--- config.mk ---
export PLATFORM = sky130hd
export DESIGN_NAME = sq_root_pipe_flat
export DESIGN_NICKNAME = d
export VERILOG_FILES = /design/src/rtl/sq_root_pipe_if.sv /design/src/rtl/sq_root_pipe.sv /design/src/flat_wrapper.sv
export SDC_FILE = /design/constraint.sdc
export NUM_CORES = 1
export LEC_CHECK = 0
export CORE_ASPECT_RATIO = 1.1
export CORE_MARGIN = 10
export CORE_UTILIZATION = 45
export DETAILED_ROUTE_END_ITERATION = 12
export HOLD_SLACK_MARGIN = 0.08
export PLACE_DENSITY = 0.74
export SLEW_MARGIN = 20
export SYNTH_ARGS = -nofsm -noshare
export SYNTH_HDL_FRONTEND = slang
export SYNTH_SLANG_ARGS = --single-unit
--- constraint.sdc ---
create_clock -name clk_i -period 6.2 [get_ports clk_i]
set_input_delay 0.93 -clock clk_i [delete_from_list [all_inputs] [get_ports clk_i]]
set_output_delay 0.93 -clock clk_i [all_outputs]
set_load 0.03 [all_outputs]
--- src/rtl/sq_root_pipe_if.sv ---
// Valid/ready bus between a radicand producer, the square-root unit and a result consumer.
interface sq_root_pipe_if #(
  parameter int unsigned WIDTH = 32
);
  logic               in_valid;
  logic               in_ready;
  logic [WIDTH-1:0]   in_data;
  logic               out_valid;
  logic               out_ready;
  logic [WIDTH/2-1:0] out_root;
  logic [WIDTH/2:0]   out_rem;

  // Producer/consumer side of the bus.
  modport master (
    output in_valid,
    output in_data,
    output out_ready,
    input  in_ready,
    input  out_valid,
    input  out_root,
    input  out_rem
  );

  // Square-root unit side of the bus.
  modport slave (
    input  in_valid,
    input  in_data,
    input  out_ready,
    output in_ready,
    output out_valid,
    output out_root,
    output out_rem
  );
endinterface

--- src/rtl/sq_root_pipe.sv ---
// Sequential restoring integer square root: STEPS root bits resolved per clock,
// single operation in flight, valid/ready on both sides.
module sq_root_pipe #(
  parameter int unsigned WIDTH = 32,
  parameter int unsigned STEPS = 1
) (
  input  logic          clk_i,
  input  logic          rst_i,
  sq_root_pipe_if.slave bus,
  output logic          busy_o
);

  localparam int unsigned H    = WIDTH / 2;
  localparam int unsigned N    = H / STEPS;
  localparam int unsigned CntW = (N > 1) ? $clog2(N) : 1;
  localparam logic [CntW-1:0] CntLast = CntW'(N - 1);

  typedef enum logic [1:0] {StIdle, StCalc, StDone} state_e;

  state_e          state_q;
  logic [WIDTH-1:0] d_q;
  logic [H-1:0]     root_q;
  logic [H:0]       rem_q;
  logic [CntW-1:0]  cnt_q;
  logic [H-1:0]     out_root_q;
  logic [H:0]       out_rem_q;
  logic             in_ready_q;
  logic             out_valid_q;
  logic             busy_q;

  logic [WIDTH-1:0] d_d;
  logic [H-1:0]     root_d;
  logic [H:0]       rem_d;
  logic [H+1:0]     trial;

  // STEPS chained restoring iterations on the working registers.
  always_comb begin
    d_d    = d_q;
    root_d = root_q;
    rem_d  = rem_q;
    trial  = '0;
    for (int s = 0; s < STEPS; s++) begin
      trial = {rem_d[H-1:0], d_d[WIDTH-1 -: 2]} - {root_d, 2'b01};
      if (trial[H+1]) begin
        // Negative trial: restore, keep the shifted-in pair.
        rem_d = {rem_d[H-2:0], d_d[WIDTH-1 -: 2]};
      end else begin
        rem_d = trial[H:0];
      end
      root_d = {root_d[H-2:0], ~trial[H+1]};
      d_d    = {d_d[WIDTH-3:0], 2'b00};
    end
  end

  // Control FSM with registered handshake outputs and result capture.
  always_ff @(posedge clk_i or posedge rst_i) begin
    if (rst_i) begin
      state_q     <= StIdle;
      d_q         <= '0;
      root_q      <= '0;
      rem_q       <= '0;
      cnt_q       <= '0;
      out_root_q  <= '0;
      out_rem_q   <= '0;
      in_ready_q  <= 1'b1;
      out_valid_q <= 1'b0;
      busy_q      <= 1'b0;
    end else begin
      case (state_q)
        StIdle: begin
          if (bus.in_valid) begin
            d_q        <= bus.in_data;
            root_q     <= '0;
            rem_q      <= '0;
            cnt_q      <= '0;
            in_ready_q <= 1'b0;
            busy_q     <= 1'b1;
            state_q    <= StCalc;
          end
        end
        StCalc: begin
          d_q    <= d_d;
          root_q <= root_d;
          rem_q  <= rem_d;
          cnt_q  <= cnt_q + CntW'(1);
          if (cnt_q == CntLast) begin
            out_root_q  <= root_d;
            out_rem_q   <= rem_d;
            out_valid_q <= 1'b1;
            state_q     <= StDone;
          end
        end
        StDone: begin
          if (bus.out_ready) begin
            out_valid_q <= 1'b0;
            in_ready_q  <= 1'b1;
            busy_q      <= 1'b0;
            state_q     <= StIdle;
          end
        end
        default: state_q <= StIdle;
      endcase
    end
  end

  assign bus.in_ready  = in_ready_q;
  assign bus.out_valid = out_valid_q;
  assign bus.out_root  = out_root_q;
  assign bus.out_rem   = out_rem_q;
  assign busy_o        = busy_q;

endmodule
--- src/flat_wrapper.sv ---
// flat-port wrapper written by rule: the top's interface ports become plain ports
module sq_root_pipe_flat 
#(
  parameter int unsigned WIDTH = 32,
  parameter int unsigned STEPS = 1
)
  (clk_i, rst_i, busy_o, bus_in_valid, bus_in_data, bus_out_ready, bus_in_ready, bus_out_valid, bus_out_root, bus_out_rem);
  sq_root_pipe_if #(.WIDTH(WIDTH)) bus_i ();
  input  logic clk_i;
  input  logic rst_i;
  output logic busy_o;
  input wire logic [$bits(bus_i.in_valid)-1:0] bus_in_valid;
  input wire logic [$bits(bus_i.in_data)-1:0] bus_in_data;
  input wire logic [$bits(bus_i.out_ready)-1:0] bus_out_ready;
  output wire logic [$bits(bus_i.in_ready)-1:0] bus_in_ready;
  output wire logic [$bits(bus_i.out_valid)-1:0] bus_out_valid;
  output wire logic [$bits(bus_i.out_root)-1:0] bus_out_root;
  output wire logic [$bits(bus_i.out_rem)-1:0] bus_out_rem;
  assign bus_i.in_valid = bus_in_valid;
  assign bus_i.in_data = bus_in_data;
  assign bus_i.out_ready = bus_out_ready;
  assign bus_in_ready = bus_i.in_ready;
  assign bus_out_valid = bus_i.out_valid;
  assign bus_out_root = bus_i.out_root;
  assign bus_out_rem = bus_i.out_rem;
  sq_root_pipe #(.WIDTH(WIDTH), .STEPS(STEPS)) u_core (.clk_i(clk_i), .rst_i(rst_i), .bus(bus_i), .busy_o(busy_o));
endmodule
==> flow_summary.toml <==
[pwr]
power_density_nw_per_um2 = 645
share_comb_of_total_power_pct = 57.3
leakage_nw = 2.82
switch_share_pct = 44.4
power.switching_w = 0.00189
part_of_the_power_in_the_clock_network_pct = 14.5
cellInternalPower_w = 0.00237
peak_supply_drop_uv = 298
power_frac_seq_pct = 28.1

[yosys]
synthesis.yosys.warnings = 0
synth-xor-area-share_pct = 1.93
fraction_of_the_mapped_netlist_area_in_adder_cells_pct = 3.91
yosysTopAreaCellShare_pct = 48.3
share_of_synthesized_area_occupied_by_flip_flops_and_latches_pct = 48.8
synth_edf_count = 0
synth_nets = 638
synth-async-reset-ratio_pct = 100
number_of_unique_standard_cell_types_used_by_synthesis = 56
ys_top_cells_by_area = "dfrtp_1, o21ai_0, nand2_1"
synthesis.area_um2 = 5440
yosys.area_share.simple_pct = 13.6
synthesis.instances = 585
dominant_combinational_cell_family_by_area_after_synthesis = "compound AO/OA/AOI/OAI gates"
synthDominantAreaCellType = "dfrtp_1"
synth_commonest_cells = "dfrtp_1, o21ai_0, nand2_1"
share_of_the_synthesized_area_in_compound_gates_ao_oa_aoi_oai_pct = 24.3
syn_area_per_cell_um2 = 9.30
ys_seq_elements = 106
post-synth-top-count-cell = "dfrtp_1"
synth_top_flop_cell = "dfrtp_1"
synth.mux.area_fraction_pct = 2.90

[sta]
timing_hold_violations_final = 0
worst_clock_skew_ns = 0.00883
rsz0062_at_grt = "false"
hold_ws_ns = 0.477
setup-violations-final = 0
finalMaxSlewViolations = 0
period_minus_slack_ns = 3.08
timing.fmax_mhz = 325
final.setup.tns_ns = 0
actual_transition_at_the_worst_max_transition_pin_ns = 0.857
slew-limit-headroom_pct = 42.7
share_of_the_clock_period_used_by_the_worst_path_after_layout_pct = 49.7

[die]
floorplan_core_area_um2 = 11900
floorplan.initialDensity_pct = 45.6
chipHeight_um = 135
io_pins = 72
floorplan.rows = 42
total_die_area_um2 = 16900
die_width_um = 125

[setup_path]
required_time_at_the_endpoint_of_the_critical_path_ns = 6.43
critPathKind = "reg -> reg"
worst_setup_path_end_kind = "flop"
arrival_ns = 3.32
cp_max_fo = 16
cp-start-kind = "flop"

[clocking]
cts_tree = "yes"
worst_setup_hold_path_clk_slew_ns = 0.07
cts_inserted_buffers = 9
cts_stage_hold_buffer_count = 0
post_cts.repair.setup_buffers = 0
cts.sink_count = 106
postCtsResizedCells = 0
clkLatencyLatePin_ns = 0.35
ctsLongestPathBuffers = 2
clock_tree.htree_level_count = 3
cts_root_buffer = "clkbuf_16"

[global_route]
grt-ovfl-total = 0
grt_pass1_wl_um = 21300
grt.total_usage_pct = 14.7
via_count_of_the_first_global_routing_pass = 4358
antenna_found_initial = 0
grt_max_degree = 60

[placed_design]
placedCellCount = 782
place.port_buffers = 71
hpwlAfterDp_um = 8760
routability_driven_placement_congestion_ratio = 0.858

[run]
drv_cap = 0

[route]
avgRoutedWirePerCell_um = 15.8
drt-vias-per-instance = 5.56
via_count = 4433
postRouteWirelength_um = 12600
drt_first_iter_violations = 268
iteration_count_of_the_initial_detailed_routing_pass = 5
remaining_drc_errors = 0
ant_nets = 0

[final_layout]
inserted_diodes = 0
area.growth.synth_to_final_pct = 21.2
layout-drive-gt1-share_pct = 6.68
number_of_cells_in_the_finished_layout_apart_from_fillers = 798
final_core_util_pct = 55.3
fin_nets = 692

[worst_hold_path]
worstHoldPathType = "reg -> reg"

[outcome]
status = "completed"
[placed cells by master, fill, tap and decap left out, drive strengths merged, types with 8 or more instances in the layout]
cell / count
inv: 24
mux2i: 12
nand2: 73
clkdlybuf4s50: 71
ha: 17
buf: 8
o21ai: 102
dfrtp: 105
a21oi: 51
xnor2: 8
a22oi: 30
nor2b: 33
nor2: 17
clkbuf: 9
[layer usage]
layer / vias to the layer above / track usage, % / part of all wire [%]
li1: 2177 / - / -
met1: 2139 / 18.6 / 45
met2: 104 / 24.2 / 48
met3: 13 / 3.99 / 5.9
met4: 0 / 4.16 / 1.1
met5: - / 0 / 0
[kinds of logic after synthesis]
kind of cell / count (synthesis)
compound gates: 222
flops: 106
xor+xnor: 12
fa+ha+maj: 17
simple gates: 154
mux: 15
buf+inv: 59
[path summary, 6_finish.rpt]
| kind | from | end | slack [ns] | depth (start not counted) |
|---|---|---|---|---|
| worst max-delay path | u_core.root_q[8] | u_core.bus.out_rem[7] | 3.12 | 10 |
| min in group asynchronous | rst_i | u_core.bus.out_rem[1] | 1.00 | 2 |
| max in group asynchronous | rst_i | u_core.rem_q[14] | 4.03 | 3 |
| worst min-delay path | u_core.bus.out_root[10] | u_core.bus.out_root[10] | 0.48 | 2 |
| worst min register to register | u_core.bus.out_root[10] | u_core.bus.out_root[10] | 0.48 | 2 |
| worst max register to register | u_core.root_q[8] | u_core.bus.out_rem[7] | 3.12 | 10 |
[stage by stage]
stage                     instance area, um^2  setup WS, ns  power [W]
after floorplan                          5440          2.48    0.00304
after global placement                   6260          3.02    0.00357
after detailed placement                 6270          3.13    0.00366
after CTS                                6590          3.12    0.00429
after global routing                     6590          2.89    0.00461
final                                    6590          3.12    0.00425
[worst max-delay path, cell delays in order, from the launching register on]
cell and delay, ns:
dfrtp_1 0.34, inv_1 0.07, ha_1 0.39, a21oi_2 0.23, o21ai_0 0.16, a21oi_1 0.25
a21o_1 0.22, and3_1 0.36, buf_4 0.34, mux2_4 0.34, mux2_2 0.26
[power groups by stage]
stage | Clock, W | Sequential [W] | Combinational (W)
final | 0.000618 | 0.00120 | 0.00244
after global routing | 0.000655 | 0.00124 | 0.00271
after CTS | 0.000629 | 0.00120 | 0.00246
after detailed placement | 0 | 0.00121 | 0.00245
after global placement | 0 | 0.00119 | 0.00238
after floorplan | 0 | 0.00136 | 0.00168
[flip-flops by register name (all words and copies together), names as in the netlist, 2 cells and up]
name                 cells
u_core.rem_q            16
u_core.d_q              32
u_core.state_q           2
u_core.root_q           16
u_core.bus.out_rem      17
u_core.bus.out_root     16
u_core.cnt_q             4
[cell type report]
type / instances / area (um^2)
fill: 1073 / 5340
sequential: 106 / 2650
multi-input combinational: 420 / 2560
timing repair buffer: 79 / 771
clock buffer: 9 / 225
tap: 154 / 193
clock inverter: 7 / 101
inverter: 23 / 88.8
(Power assumes the default switching activity.)
